--- src/rtl/cpu_fetch_pkg.sv ---
// Shared types and constants for the instruction fetch unit: FSM states,
// next-PC select codes and the opcode that halts fetching.
package cpu_fetch_pkg;

    typedef enum logic [2:0] {
        S_REQ,
        S_ISSUE,
        S_RESOLVE,
        S_HALT,
        S_FAULT
    } fetch_state_e;

    localparam logic [1:0] JMP_SEQ = 2'd0;
    localparam logic [1:0] JMP_REL = 2'd1;
    localparam logic [1:0] JMP_REG = 2'd2;
    localparam logic [1:0] JMP_ABS = 2'd3;

    localparam logic [5:0] HALT_OPCODE = 6'b000000;

endpackage

--- src/rtl/ifu_next_pc.sv ---
// Combinational next-PC computation and word-alignment check for the fetch unit.
module ifu_next_pc
    import cpu_fetch_pkg::*;
(
    input  logic [31:0] pc,
    input  logic [1:0]  jump_sel,
    input  logic [31:0] reg1_data,
    input  logic [31:0] im_data,
    output logic [31:0] next_pc,
    output logic        misaligned
);

    // NOTE: next_pc gets a default first, so no path through the case can infer a latch.
    always_comb begin
        next_pc = pc + 32'd4;
        case (jump_sel)
            JMP_SEQ: next_pc = pc + 32'd4;
            JMP_REL: next_pc = pc + {im_data[29:0], 2'b00};
            JMP_REG: next_pc = reg1_data;
            JMP_ABS: next_pc = {pc[31:18], im_data[15:0], 2'b00};
            default: next_pc = pc + 32'd4;
        endcase
    end

    // Only register jumps can produce a non-word-aligned target.
    assign misaligned = |next_pc[1:0];

endmodule

--- src/rtl/instruction_fetch_unit.sv ---
// Instruction fetch FSM: requests a word at pc, issues it to the decoder for
// one cycle, then waits for the decoder's permission to load the next PC.
module instruction_fetch_unit
    import cpu_fetch_pkg::*;
#(
    parameter logic [31:0] RESET_PC    = 32'h0000_0000,
    parameter int unsigned ACK_TIMEOUT = 255
) (
    input  logic        clk,
    input  logic        rst,
    output logic        imem_req,
    output logic [31:0] imem_addr,
    input  logic        imem_ack,
    input  logic [31:0] imem_rdata,
    output logic [31:0] instruction,
    output logic        instr_valid,
    input  logic        PC_enable,
    input  logic [1:0]  jump_mux_signal,
    input  logic [31:0] reg1_data,
    input  logic [31:0] im_data,
    output logic [31:0] pc,
    output logic        halted,
    output logic        fault
);

    localparam int CNT_W = (ACK_TIMEOUT > 1) ? $clog2(ACK_TIMEOUT + 1) : 1;

    fetch_state_e state, state_next;
    logic [31:0]  pc_q;
    logic [31:0]  instr_q;
    logic [CNT_W-1:0] wait_cnt;

    logic [31:0] next_pc;
    logic        misaligned;
    logic        timeout_hit;
    logic        pc_load;
    logic        capture;
    logic        cnt_clr;
    logic        cnt_inc;

    ifu_next_pc u_next_pc (
        .pc         (pc_q),
        .jump_sel   (jump_mux_signal),
        .reg1_data  (reg1_data),
        .im_data    (im_data),
        .next_pc    (next_pc),
        .misaligned (misaligned)
    );

    // The last waiting cycle is the one where the counter equals ACK_TIMEOUT-1.
    assign timeout_hit = (ACK_TIMEOUT != 0) && (wait_cnt == CNT_W'(ACK_TIMEOUT - 1));

    always_comb begin
        state_next = state;
        pc_load    = 1'b0;
        capture    = 1'b0;
        cnt_clr    = 1'b0;
        cnt_inc    = 1'b0;
        case (state)
            S_REQ: begin
                if (imem_ack) begin
                    capture    = 1'b1;
                    state_next = S_ISSUE;
                end else if (timeout_hit) begin
                    state_next = S_FAULT;
                end else begin
                    cnt_inc = 1'b1;
                end
            end
            S_ISSUE: begin
                state_next = (instr_q[31:26] == HALT_OPCODE) ? S_HALT : S_RESOLVE;
            end
            S_RESOLVE: begin
                if (PC_enable) begin
                    if (misaligned) begin
                        state_next = S_FAULT;
                    end else begin
                        pc_load    = 1'b1;
                        cnt_clr    = 1'b1;
                        state_next = S_REQ;
                    end
                end
            end
            S_HALT:  state_next = S_HALT;
            S_FAULT: state_next = S_FAULT;
            default: state_next = S_FAULT;
        endcase
    end

    // NOTE: sequential state uses non-blocking assignments so every flop samples pre-edge values.
    always_ff @(posedge clk or negedge rst) begin
        if (!rst) begin
            state    <= S_REQ;
            pc_q     <= RESET_PC;
            instr_q  <= '0;
            wait_cnt <= '0;
        end else begin
            state <= state_next;
            if (pc_load) pc_q <= next_pc;
            if (capture) instr_q <= imem_rdata;
            if (cnt_clr) wait_cnt <= '0;
            else if (cnt_inc && ACK_TIMEOUT != 0) wait_cnt <= wait_cnt + 1'b1;
        end
    end

    // Request is gated by reset so an in-flight fetch is dropped the moment reset asserts.
    assign imem_req    = rst && (state == S_REQ);
    assign imem_addr   = pc_q;
    assign pc          = pc_q;
    assign instruction = instr_q;
    assign instr_valid = (state == S_ISSUE);
    assign halted      = (state == S_HALT);
    assign fault       = (state == S_FAULT);

endmodule

--- config.mk ---
export PLATFORM = sky130hd
export DESIGN_NAME = instruction_fetch_unit
export DESIGN_NICKNAME = d
export VERILOG_FILES = /design/src/rtl/cpu_fetch_pkg.sv /design/src/rtl/ifu_next_pc.sv /design/src/rtl/instruction_fetch_unit.sv
export SDC_FILE = /design/constraint.sdc
export NUM_CORES = 1
export LEC_CHECK = 0
export ABC_AREA = 1
export CORE_MARGIN = 3
export CORE_UTILIZATION = 47
export DETAILED_ROUTE_END_ITERATION = 10
export GPL_TIMING_DRIVEN = 1
export PLACE_DENSITY = 0.82
export SLEW_MARGIN = 10
export SYNTH_ARGS = -nofsm -noshare
export SYNTH_HDL_FRONTEND = slang
export SYNTH_SLANG_ARGS = --single-unit
--- constraint.sdc ---
create_clock -name clk -period 2.7 [get_ports clk]
set_input_delay 0.675 -clock clk [delete_from_list [all_inputs] [get_ports clk]]
set_output_delay 0.675 -clock clk [all_outputs]
set_load 0.01 [all_outputs]
==> results.cfg <==
[status]
outcome = finished, final reports clean

[detailed_routing]
wl_per_cell_um = 14.2
drt_wl_total_mm = 18.2
met2_length_mm = 8.84
vias_per_cell = 4.99
wl_met1_mm = 7.56
drc = 0
maxUsedRoutingLayer = met4
vias = 6420
drt_iter0_drc = 348
first_pass_iters = 5
postRouteAntennaNets = 0
dr_wl_met3_mm = 1.46

[power]
static-leakage-power_uw = 0.00460
p_switching_uw = 1920
power_uw = 5410
powerDensity_nw_per_um2 = 607
p_sw_share_pct = 35.4
vdd_drop_max_mv = 0.513
power_frac_seq_pct = 32.7
p_int_uw = 3490
pwr-share-clk_pct = 21.2
combinationalPowerShare_pct = 46.1

[clocking]
insertion_delay_ps = 340
clk_pin_slew_ps = 70
cts_tree = yes
htreeDepth = 3
cts_sinks = 75
cts_buffers = 9
ctsLongestPathBuffers = 2
root_buffer = clkbuf_16
hold_buffers = 0

[sta]
clock_skew_ps = 5.38
slew_violations = 0
slew_headroom_pct = 50.4
hold-worst-slack_ps = 339
period_share_pct = 95.5
timing.final.ws_setup_ps = 122
finalHoldViolations = 0
period_needed_ps = 2580
rsz0062_at_grt = yes
setup_violations = 0
worst_pin_slew_ps = 744
fmax_ghz = 0.388

[placed_design]
hpwl_mm = 14.4
port_buffers = 199
preCtsSetupSlack_ps = -558
place.gp.congestion = 0.962

[yosys]
synth_common_cells = 240 x nand2_1, 157 x inv_1, 99 x nor2_1, 75 x dfrtp_1, 57 x nand3_1
synthesis.area_um2 = 6140
ys.flop_type = dfrtp_1
synth.area.top_cells = dfrtp_1 31%, nand2_1 15%, inv_1 9.6%
ys_seq_area_share_pct = 30.6
syn_nets = 1025
synthDominantCellAreaShare_pct = 30.6
synth_edf_count = 0
yosys_warnings = 0
async_flop_share_pct = 100
ys_ff_latch = 75
synth_cell_type_count = 42
synth_top_cell_by_area = dfrtp_1
avgSynthCellArea_um2 = 6.89
synthMostInstantiatedCell = nand2_1
synthCells = 891

[global_route]
grt_pass1_vias = 6387
grt_start_max_net_pins = 59
overflow = 0
grt_pass1_wl_mm = 29.6
antenna_found_initial = 0
track_usage_pct = 25.2

[setup_path]
setup.worst_path.start_class = primary input
crit_fanout = 4
critPathCaptureType = flop
critPathArrivalTime_ps = 2800
required_ps = 2920
path_class = primary input to flop

[cells_and_area]
num_antenna_cells = 0
drive_gt1_share_pct = 16.3
nets = 1244
syn2layout_area_growth_pct = 45.4

[die]
fp.dieArea_um2 = 14500
start_util_pct = 48.4
io_pins = 202
rows = 41
dieHeight_um = 120
die_width_um = 120
core_area_um2 = 12700

[worst_hold_path]
worstHoldPathType = primary input to asynchronous set/reset pin

[job]
drv_cap = 0
==> cell families (layout without fill, tap and decap cells) <==
family / Yosys count / count (layout) / synth area share (%)
compound gates: 110 / 110 / 12.0
xor+xnor: 1 / 1 / 0.143
fa+ha+maj: 32 / 32 / 6.65
buf+inv: 210 / 434 / 15.5
flops: 75 / 75 / 30.6
mux: 28 / 28 / 5.14
simple gates: 435 / 435 / 30.0
==> worst max-delay path: stages <==
cell and delay, ps:
dlygate4sd2_1 290, nor2_4 120, inv_2 70, or2_4 240, ha_4 160, fa_2 360
nand3_2 110, nand3_4 90, nand2_2 80, nand2_2 70, or2_2 270, a31oi_1 180
o21ai_1 70
==> layout make-up <==
type	instances	area [um2]
fill	1078	3750
multi-input combinational	606	3480
timing repair buffer	258	2470
sequential	75	1880
inverter	160	606
clock buffer	10	229
tap	172	215
clock inverter	6	41.3
==> cell usage in the layout (no fill, tap or decap), types with 3 or more instances in the layout <==
master and n:
nand3b_1 5, o21ai_0 13, inv_1 156, a21oi_2 17
a21o_1 3, clkinvlp_4 3, or2_2 8, nand2_2 7
nand4_1 6, a221oi_1 7, a41oi_1 8, nor2_1 94
nor3_1 5, nand2_1 235, nand3_1 47, nand3_2 10
a22oi_2 3, inv_2 3, dfrtp_1 75, clkdlybuf4s50_1 196
a21oi_1 42, a21boi_2 8, ha_1 27, buf_4 55
buf_12 3, mux2_2 28, clkbuf_16 9, nor2_2 7
==> timing repair <==
action	in CTS	in global routing
resized for setup	22	21
endpoints found under the setup margin	26	15
pin swaps	5	3
setup buffers	1	0
==> through the flow <==
| step | std cells | utilization [%] | cell area [um2] | setup TNS [ps] |
|---|---|---|---|---|
| floorplan | 891 | - | 6170 | 0 |
| global placement | 1270 | 67.0 | 8490 | -11060 |
| detailed placement | 1270 | 67.0 | 8490 | -12740 |
| CTS | 1287 | 69.7 | 8840 | 0 |
| global route | 1287 | 70.4 | 8920 | -329 |
| finish | 1287 | 70.4 | 8920 | 0 |
==> power by group through the flow <==
stage          clock network (uW)  logic (uW)  registers [uW]
4_1_cts                      1160        2480            1770
2_1_floorplan                   0        1130            1880
5_1_grt                      1220        2740            1820
3_5_place_dp                    0        2460            1790
3_3_place_gp                    0        2410            1760
6_report                     1150        2490            1770
==> metal layers <==
layer | track usage, % | vias up
li1 | - | 3223
met1 | 30.4 | 2968
met2 | 44.0 | 204
met3 | 6.64 | 25
met4 | 7.79 | 0
met5 | 0 | -
==> path summary, 6_finish.rpt <==
check | from | end | slack (ps) | cells past startpoint
max | jump_mux_signal[1] | imem_addr[8]$_DFFE_PN0P_ | 120 | 13
min | rst | imem_addr[6]$_DFFE_PN0P_ | 340 | 2
max reg2reg | imem_addr[2]$_DFFE_PN0P_ | imem_addr[8]$_DFFE_PN0P_ | 720 | 9
min reg2reg | instruction[11]$_DFFE_PN0P_ | instruction[11]$_DFFE_PN0P_ | 500 | 1
max in group asynchronous | rst | instruction[6]$_DFFE_PN0P_ | 1340 | 3
min in group clk | instruction[11]$_DFFE_PN0P_ | instruction[11]$_DFFE_PN0P_ | 500 | 1
==> sequential cells by signal, indices dropped and copies added, names as in the netlist <==
signal and cells:
wait_cnt 8, state 3, imem_addr 32, instruction 32
(Power assumes the default switching activity.)
